[config.mk]
export PLATFORM = sky130hd
export DESIGN_NAME = bcd_operand_entry_flat
export DESIGN_NICKNAME = d
export VERILOG_FILES = /design/src/rtl/bcd_entry_pkg.sv /design/src/rtl/bcd_operand_entry_if.sv /design/src/rtl/bcd_digit_shifter.sv /design/src/rtl/bcd_operand_entry.sv /design/src/flat_wrapper.sv
export SDC_FILE = /design/constraint.sdc
export NUM_CORES = 1
export LEC_CHECK = 0
export CAP_MARGIN = 20
export CORE_ASPECT_RATIO = 0.5
export CORE_MARGIN = 2
export CORE_UTILIZATION = 45
export CTS_CLUSTER_DIAMETER = 100
export DETAILED_ROUTE_END_ITERATION = 7
export PLACE_DENSITY = 0.79
export REMOVE_ABC_BUFFERS = 1
export SLEW_MARGIN = 30
export SYNTH_ARGS = -nofsm -noshare
export SYNTH_HDL_FRONTEND = slang
export SYNTH_HIERARCHICAL = 1
export SYNTH_SLANG_ARGS = --single-unit
[constraint.sdc]
create_clock -name clk -period 1.78 [get_ports clk]
set_input_delay 0.356 -clock clk [delete_from_list [all_inputs] [get_ports clk]]
set_output_delay 0.356 -clock clk [all_outputs]
set_load 0.02 [all_outputs]
[src/rtl/bcd_entry_pkg.sv]
// Shared types and nibble helpers for the BCD operand-entry block.
// Helpers work on a MAX_DIGITS-wide nibble vector; callers keep the low 4*DIGITS bits.
package bcd_entry_pkg;
  typedef enum logic [1:0] {
    EMPTY = 2'd0,
    ENTRY = 2'd1,
    FULL  = 2'd2,
    SHOWN = 2'd3
  } entry_state_e;

  localparam logic [3:0] BCD_MAX    = 4'd9;
  localparam int         MAX_DIGITS = 16;
  localparam int         MAX_W      = 4*MAX_DIGITS;

  function automatic logic [MAX_W-1:0] nib_shl_ins(input logic [MAX_W-1:0] v,
                                                   input logic [3:0]       d);
    return {v[MAX_W-5:0], d};
  endfunction

  function automatic logic [MAX_W-1:0] nib_shr(input logic [MAX_W-1:0] v);
    return {4'd0, v[MAX_W-1:4]};
  endfunction
endpackage

[src/rtl/bcd_operand_entry_if.sv]
// Keypad/memory control bundle and operand status for bcd_operand_entry.
interface bcd_operand_entry_if #(parameter int DIGITS = 3);
  localparam int W  = 4*DIGITS+1;
  localparam int CW = $clog2(DIGITS+1);

  logic          digit_valid;
  logic [3:0]    digit;
  logic          clear;
  logic          backspace;
  logic          recall;
  logic          mem_store;
  logic [W-1:0]  mem_data;
  logic          sign_load;
  logic          sign_in;
  logic [W-1:0]  value;
  logic [CW-1:0] digit_count;
  logic          full;
  logic          overflow;
  logic          invalid;
  logic [1:0]    state;

  modport master (
    output digit_valid, digit, clear, backspace, recall, mem_store, mem_data,
           sign_load, sign_in,
    input  value, digit_count, full, overflow, invalid, state
  );

  modport slave (
    input  digit_valid, digit, clear, backspace, recall, mem_store, mem_data,
           sign_load, sign_in,
    output value, digit_count, full, overflow, invalid, state
  );
endinterface

[src/rtl/bcd_digit_shifter.sv]
// Combinational shift-left-insert and shift-right candidates for the operand magnitude.
module bcd_digit_shifter
  import bcd_entry_pkg::*;
#(
  parameter int DIGITS = 3
) (
  input  logic [4*DIGITS-1:0] mag,
  input  logic [3:0]          digit,
  output logic [4*DIGITS-1:0] shl,
  output logic [4*DIGITS-1:0] shr
);
  logic [MAX_W-1:0] ext, shl_w, shr_w;

  assign ext   = MAX_W'(mag);
  assign shl_w = nib_shl_ins(ext, digit);
  assign shr_w = nib_shr(ext);
  assign shl   = shl_w[4*DIGITS-1:0];
  assign shr   = shr_w[4*DIGITS-1:0];

  // Bits above the operand width fall off the shift and are discarded.
  if (DIGITS < MAX_DIGITS) begin : g_hi
    logic unused_hi;
    assign unused_hi = ^{shl_w[MAX_W-1:4*DIGITS], shr_w[MAX_W-1:4*DIGITS]};
  end
endmodule

[src/rtl/bcd_operand_entry.sv]
// Signed BCD operand-entry register with digit count, overflow/invalid pulses and entry FSM.
// Define BCD_ENTRY_MEM_EN for an internal memory slot; otherwise recall reads mem_data.
module bcd_operand_entry
  import bcd_entry_pkg::*;
#(
  parameter int DIGITS = 3
) (
  input  logic                clk,
  input  logic                reset,
  bcd_operand_entry_if.slave  bus
);
  localparam int              W       = 4*DIGITS+1;
  localparam int              CW      = $clog2(DIGITS+1);
  localparam logic [CW-1:0]   CNT_MAX = CW'(DIGITS);
  localparam logic [CW-1:0]   CNT_ONE = CW'(1);

  logic [W-1:0]        val_q, val_d, mem_src;
  logic [CW-1:0]       cnt_q, cnt_d, bs_cnt;
  entry_state_e        st_q, st_d;
  logic                ovf_q, ovf_d, inv_q, inv_d;
  logic [4*DIGITS-1:0] shl, shr, dig_only;

  bcd_digit_shifter #(.DIGITS(DIGITS)) u_shift (
    .mag   (val_q[W-2:0]),
    .digit (bus.digit),
    .shl   (shl),
    .shr   (shr)
  );

`ifdef BCD_ENTRY_MEM_EN
  logic [W-1:0] mem_q;
  logic         unused_mem;

  // Stores the pre-update value, so store+clear in one cycle keeps the old operand.
  always_ff @(posedge clk or negedge reset)
    if (!reset)             mem_q <= '0;
    else if (bus.mem_store) mem_q <= val_q;

  assign mem_src    = mem_q;
  assign unused_mem = ^bus.mem_data;
`else
  logic unused_mem;
  assign mem_src    = bus.mem_data;
  assign unused_mem = bus.mem_store;
`endif

  always_comb begin
    val_d    = val_q;
    cnt_d    = cnt_q;
    st_d     = st_q;
    ovf_d    = 1'b0;
    inv_d    = 1'b0;
    bs_cnt   = (st_q == SHOWN) ? CNT_MAX : cnt_q;
    dig_only = '0;
    dig_only[3:0] = bus.digit;

    if (bus.clear) begin
      val_d = {bus.sign_in, {(W-1){1'b0}}};
      cnt_d = '0;
      st_d  = EMPTY;
    end else if (bus.recall) begin
      val_d = mem_src;
      cnt_d = CNT_MAX;
      st_d  = SHOWN;
    end else if (bus.backspace) begin
      if (st_q != EMPTY) begin
        val_d = {val_q[W-1], shr};
        cnt_d = bs_cnt - CNT_ONE;
        st_d  = (bs_cnt == CNT_ONE) ? EMPTY : ENTRY;
      end
    end else if (bus.digit_valid) begin
      if (bus.digit > BCD_MAX) begin
        inv_d = 1'b1;
      end else begin
        case (st_q)
          EMPTY, ENTRY: begin
            val_d = {val_q[W-1], shl};
            cnt_d = cnt_q + CNT_ONE;
            st_d  = (cnt_q == CNT_MAX - CNT_ONE) ? FULL : ENTRY;
          end
          FULL: ovf_d = 1'b1;
          SHOWN: begin
            // A keypress after recall starts a fresh number rather than appending.
            val_d = {val_q[W-1], dig_only};
            cnt_d = CNT_ONE;
            st_d  = (DIGITS == 1) ? FULL : ENTRY;
          end
          default: st_d = EMPTY;
        endcase
      end
    end else if (bus.sign_load) begin
      val_d[W-1] = bus.sign_in;
    end
  end

  always_ff @(posedge clk or negedge reset)
    if (!reset) begin
      val_q <= '0;
      cnt_q <= '0;
      st_q  <= EMPTY;
      ovf_q <= 1'b0;
      inv_q <= 1'b0;
    end else begin
      val_q <= val_d;
      cnt_q <= cnt_d;
      st_q  <= st_d;
      ovf_q <= ovf_d;
      inv_q <= inv_d;
    end

  assign bus.value       = val_q;
  assign bus.digit_count = cnt_q;
  assign bus.full        = (cnt_q == CNT_MAX);
  assign bus.overflow    = ovf_q;
  assign bus.invalid     = inv_q;
  assign bus.state       = st_q;
endmodule

[src/flat_wrapper.sv]
// flat-port wrapper written by rule: the top's interface ports become plain ports
module bcd_operand_entry_flat import bcd_entry_pkg::*;
#(
  parameter int DIGITS = 3
)
  (clk, reset, bus_digit_valid, bus_digit, bus_clear, bus_backspace, bus_recall, bus_mem_store, bus_mem_data, bus_sign_load, bus_sign_in, bus_value, bus_digit_count, bus_full, bus_overflow, bus_invalid, bus_state);
  bcd_operand_entry_if #(.DIGITS(DIGITS)) bus_i ();
  input  logic clk;
  input  logic reset;
  input wire logic [$bits(bus_i.digit_valid)-1:0] bus_digit_valid;
  input wire logic [$bits(bus_i.digit)-1:0] bus_digit;
  input wire logic [$bits(bus_i.clear)-1:0] bus_clear;
  input wire logic [$bits(bus_i.backspace)-1:0] bus_backspace;
  input wire logic [$bits(bus_i.recall)-1:0] bus_recall;
  input wire logic [$bits(bus_i.mem_store)-1:0] bus_mem_store;
  input wire logic [$bits(bus_i.mem_data)-1:0] bus_mem_data;
  input wire logic [$bits(bus_i.sign_load)-1:0] bus_sign_load;
  input wire logic [$bits(bus_i.sign_in)-1:0] bus_sign_in;
  output wire logic [$bits(bus_i.value)-1:0] bus_value;
  output wire logic [$bits(bus_i.digit_count)-1:0] bus_digit_count;
  output wire logic [$bits(bus_i.full)-1:0] bus_full;
  output wire logic [$bits(bus_i.overflow)-1:0] bus_overflow;
  output wire logic [$bits(bus_i.invalid)-1:0] bus_invalid;
  output wire logic [$bits(bus_i.state)-1:0] bus_state;
  assign bus_i.digit_valid = bus_digit_valid;
  assign bus_i.digit = bus_digit;
  assign bus_i.clear = bus_clear;
  assign bus_i.backspace = bus_backspace;
  assign bus_i.recall = bus_recall;
  assign bus_i.mem_store = bus_mem_store;
  assign bus_i.mem_data = bus_mem_data;
  assign bus_i.sign_load = bus_sign_load;
  assign bus_i.sign_in = bus_sign_in;
  assign bus_value = bus_i.value;
  assign bus_digit_count = bus_i.digit_count;
  assign bus_full = bus_i.full;
  assign bus_overflow = bus_i.overflow;
  assign bus_invalid = bus_i.invalid;
  assign bus_state = bus_i.state;
  bcd_operand_entry #(.DIGITS(DIGITS)) u_core (.clk(clk), .reset(reset), .bus(bus_i));
endmodule
==> run summary <==
The switching share of power came out at 32.51%. The post-synthesis instance area came out at 1373 sq um. The number of buffers added on ports is 44. The worst register-to-register path has a setup slack of 0.31 ns. The number of CTS-inserted buffers is 3.

The sequential fraction of design power came out at 40.8%. In this run the horizontal extent of the chip is 82.11 microns. The number of placed I/O pins is 46. The maximum clock insertion buffer count came out at 2.

The Yosys warning count is 6. The routed length per placed instance came out at 14.98 microns. The delay contributed by the slowest stage of the critical path is 0.64 ns.

Synthesis instantiated 38 different standard cells from the library. The final layout net count is 214. The fraction of final layout cells sized beyond drive strength 1 is 18.48%. The residual overflow from global routing came out at 0. The per-cell via count in the routed design came out at 5.272. For this design, the slowest cell found on the critical path is sky130_fd_sc_hd__clkdlybuf4s50_1. The detailed router's first-iteration violation count came out at 83. The number of cells in the design after placement came out at 220. Internal power comes to 0.8546 mW. The estimated wirelength of the detail-placed design came out at 2.496 mm. The first-pass GRT wire length is 5.499 mm. For this run, the leading register cell type out of synthesis is sky130_fd_sc_hd__dfrtp_1.

The overall power consumption is 1.266 mW. The clock latency at the later pin of the worst-skew pair came out at 0.27 ns. Data on the critical path arrives at its endpoint at 1.37 ns. The mean instance size in the synthesized netlist came out at 9.466 sq um. The area of the die came out at 3535 sq um. The floorplan row count came out at 14. The setup path with the least slack is of type reg -> out.

The height of the chip is 43.05 microns. In this run, the combinational gates consume 34.3% of the power. At the worst endpoint, the required time is 1.42 ns.

The diode insertion count for antenna repair came out at 0. The final clock period utilization by the worst path came out at 96.99%. The final route contains 1,181 vias. Counting flops with a built-in enable in the synthesized netlist gives 0. The area of all placed cells without fillers is 1846 sq um. The worst setup skew after layout came out at 0.004011 ns.

The depth of the CTS H-tree came out at 1. The leakage power total came out at 0.8133 nW. The synthesized design contains 19 register bits. The number of max-capacitance violations reported came out at 0.

The fraction of the core area covered by cells at the end of the flow came out at 62.34%. The peak ir drop on the vdd network came out at 0.3585 mV. The floorplan core area is 2960 sq um. The critical path goes through clkdlybuf4s50_1. The count of endpoints failing hold in the final timing report came out at 0. The switching power came out at 0.4116 mW. The count of nets left with antenna violations once routing finished came out at 0.

After synthesis, flip-flops and latches occupy 34.64% of the total area. The worst hold slack after final layout came out at 0.4323 ns. After clock tree synthesis, the clock-pin slew on the worst setup and hold paths is 0.08 ns. The tree is rooted in a sky130_fd_sc_hd__clkbuf_8. The number of setup buffers added after CTS came out at 0. The final setup violation count is 0. The total iterations of the first detailed-routing run came out at 4. The post-place instance area is 1790 sq um.

The effective utilization at floorplan came out at 46.37%. The global-route usage over all layers is 21.16%. The total routed wirelength is 3.356 mm. The maximum number of pins on one net before global-route repair came out at 20. TritonCTS built the clock tree.

The clock period minus final worst setup slack is 1.726 ns. The power share of the clock group is 24.9%. The number of global-route vias before repair is 1,210. Static timing analysis puts the maximum clock frequency at 579.3 MHz. Counting both buffers and inverters, the worst setup path holds a total of 1.

The area growth from synthesis to layout came out at 34.46%. The biggest fanout along the worst timing path came out at 9. The flow ran to the end, and the final reports show no timing, DRC or antenna violations. The path class of the tightest hold or removal check is in -> async. The share of flip-flops with an asynchronous set or reset after synthesis came out at 100.0%. The ratio of total power to cell area came out at 686.1 nW/um^2.

CTS saw 19 sinks. STA classifies the critical path endpoint as an output port. The non-filler instance count after layout is 224.

The DRC violations left came out at 0. The number of antenna violations at the first check in global routing came out at 0. The max-slew violation count is 0. The cell family contributing the most delay on the critical path is buffers and inverters. After technology mapping, the gate count stands at 145. The kind of start point of the critical path is a flop. The routability congestion estimate from global placement is 0.8244. Setup repair after global routing left no endpoint under its margin.
worst paths after layout:
path / startpoint / end / cells past startpoint
max in group asynchronous: reset / u_core/bus.state[1] / 2
min in group clk: u_core/bus.value[12] / u_core/bus.value[12] / 1
hold reg to reg: u_core/bus.value[12] / u_core/bus.value[12] / 1
setup reg to reg: u_core/bus.state[0] / u_core/bus.value[7] / 5
setup / recovery: u_core/bus.state[1] / bus_state[1] / 1
hold / removal: reset / u_core/bus.digit_count[0] / 2
synthesized netlist by cell type (3+ instances only):
master | instances | area share [%]
sky130_fd_sc_hd__a21oi_1 | 6 | 2.2
sky130_fd_sc_hd__a22o_1 | 12 | 7.7
sky130_fd_sc_hd__a22oi_1 | 9 | 4.9
sky130_fd_sc_hd__buf_2 | 4 | 1.5
sky130_fd_sc_hd__buf_4 | 24 | 13
sky130_fd_sc_hd__buf_6 | 3 | 2.5
sky130_fd_sc_hd__dfrtp_1 | 19 | 35
sky130_fd_sc_hd__ha_1 | 3 | 2.7
sky130_fd_sc_hd__mux2i_1 | 3 | 2.2
sky130_fd_sc_hd__nand2_1 | 12 | 3.3
sky130_fd_sc_hd__nor2_1 | 7 | 1.9
sky130_fd_sc_hd__o21ai_0 | 10 | 3.6
sky130_fd_sc_hd__o22ai_1 | 3 | 1.4
sky130_fd_sc_hd__o2bb2ai_1 | 3 | 1.9
cell usage in the layout, fill, tap and decap left out, types with 2 or more instances in the layout:
master / count
sky130_fd_sc_hd__clkbuf_8: 3
sky130_fd_sc_hd__o2bb2ai_1: 3
sky130_fd_sc_hd__o21ai_0: 10
sky130_fd_sc_hd__dfrtp_2: 2
sky130_fd_sc_hd__nand2_1: 12
sky130_fd_sc_hd__a21oi_1: 6
sky130_fd_sc_hd__conb_1: 4
sky130_fd_sc_hd__nor2_1: 7
sky130_fd_sc_hd__a22oi_1: 9
sky130_fd_sc_hd__ha_1: 3
sky130_fd_sc_hd__o22ai_1: 3
sky130_fd_sc_hd__inv_1: 2
sky130_fd_sc_hd__buf_4: 21
sky130_fd_sc_hd__mux2i_1: 3
sky130_fd_sc_hd__clkdlybuf4s50_1: 43
sky130_fd_sc_hd__nand3_1: 2
sky130_fd_sc_hd__a22o_1: 12
sky130_fd_sc_hd__dfrtp_1: 17
flip-flops by register name, indices dropped and copies added (netlist names):
register / flops
u_core/bus.invalid: 1
u_core/bus.value: 13
u_core/bus.overflow: 1
u_core/bus.state: 2
u_core/bus.digit_count: 2
metal layers:
layer	share of wire, %	vias up	global-route usage [%]	wire length [microns]
li1	-	581	-	-
met1	44	570	26.29	1473
met2	51	22	35.28	1714
met3	2.5	8	4.255	85
met4	2.4	0	10.00	82
met5	0	-	0	0
final cells by class:
class                      instances  area [sq um]
fill                             245          1115
sequential                        19         478.0
clock inverter                     1         5.005
clock buffer                       3         41.29
multi-input combinational         94         666.9
timing repair buffer              65         596.8
inverter                           2         7.507
tap                               40         50.05
cell families (layout without fill, tap and decap cells):
family                     after synthesis  in the layout  share of synthesized area (%)
AOI/OAI and AO/OA                       54             54                          30.54
buffers and inverters                   35             71                          18.14
and+or+nand+nor                         30             30                          11.49
DFF                                     19             19                          34.64
adders and majority gates                3              3                          2.735
muxes                                    3              3                          2.188
other                                    1              4                         0.2732
per-stage QoR:
stage	TNS (ns)	setup slack, ns
2_1_floorplan	0	0.09423
3_3_place_gp	-1.638	-0.1153
5_1_grt	0	0.003751
3_5_place_dp	-2.171	-0.1506
6_report	0	0.05366
4_1_cts	0	0.04166
power by group through the flow:
| stage | clock [mW] | combinational (mW) | sequential (mW) |
|---|---|---|---|
| CTS | 0.324 | 0.433 | 0.517 |
| finish | 0.316 | 0.434 | 0.517 |
| floorplan | 0 | 0.153 | 0.562 |
| global route | 0.328 | 0.470 | 0.524 |
| global placement | 0 | 0.420 | 0.522 |
| detailed placement | 0 | 0.433 | 0.523 |
worst reg2reg max path: stages (launching register included):
cell and delay (ns):
sky130_fd_sc_hd__dfrtp_2 0.46, sky130_fd_sc_hd__nand2b_4 0.18, sky130_fd_sc_hd__nand3_4 0.10, sky130_fd_sc_hd__a221oi_4 0.31, sky130_fd_sc_hd__buf_4 0.23, sky130_fd_sc_hd__a22o_1 0.15
timing repair:
| action | CTS | global route |
|---|---|---|
| hold buffers | 0 | 0 |
| gates resized for setup | 3 | 1 |
| setup endpoints to repair | 3 | 4 |
No activity file was read; power rests on OpenSTA's default activity.
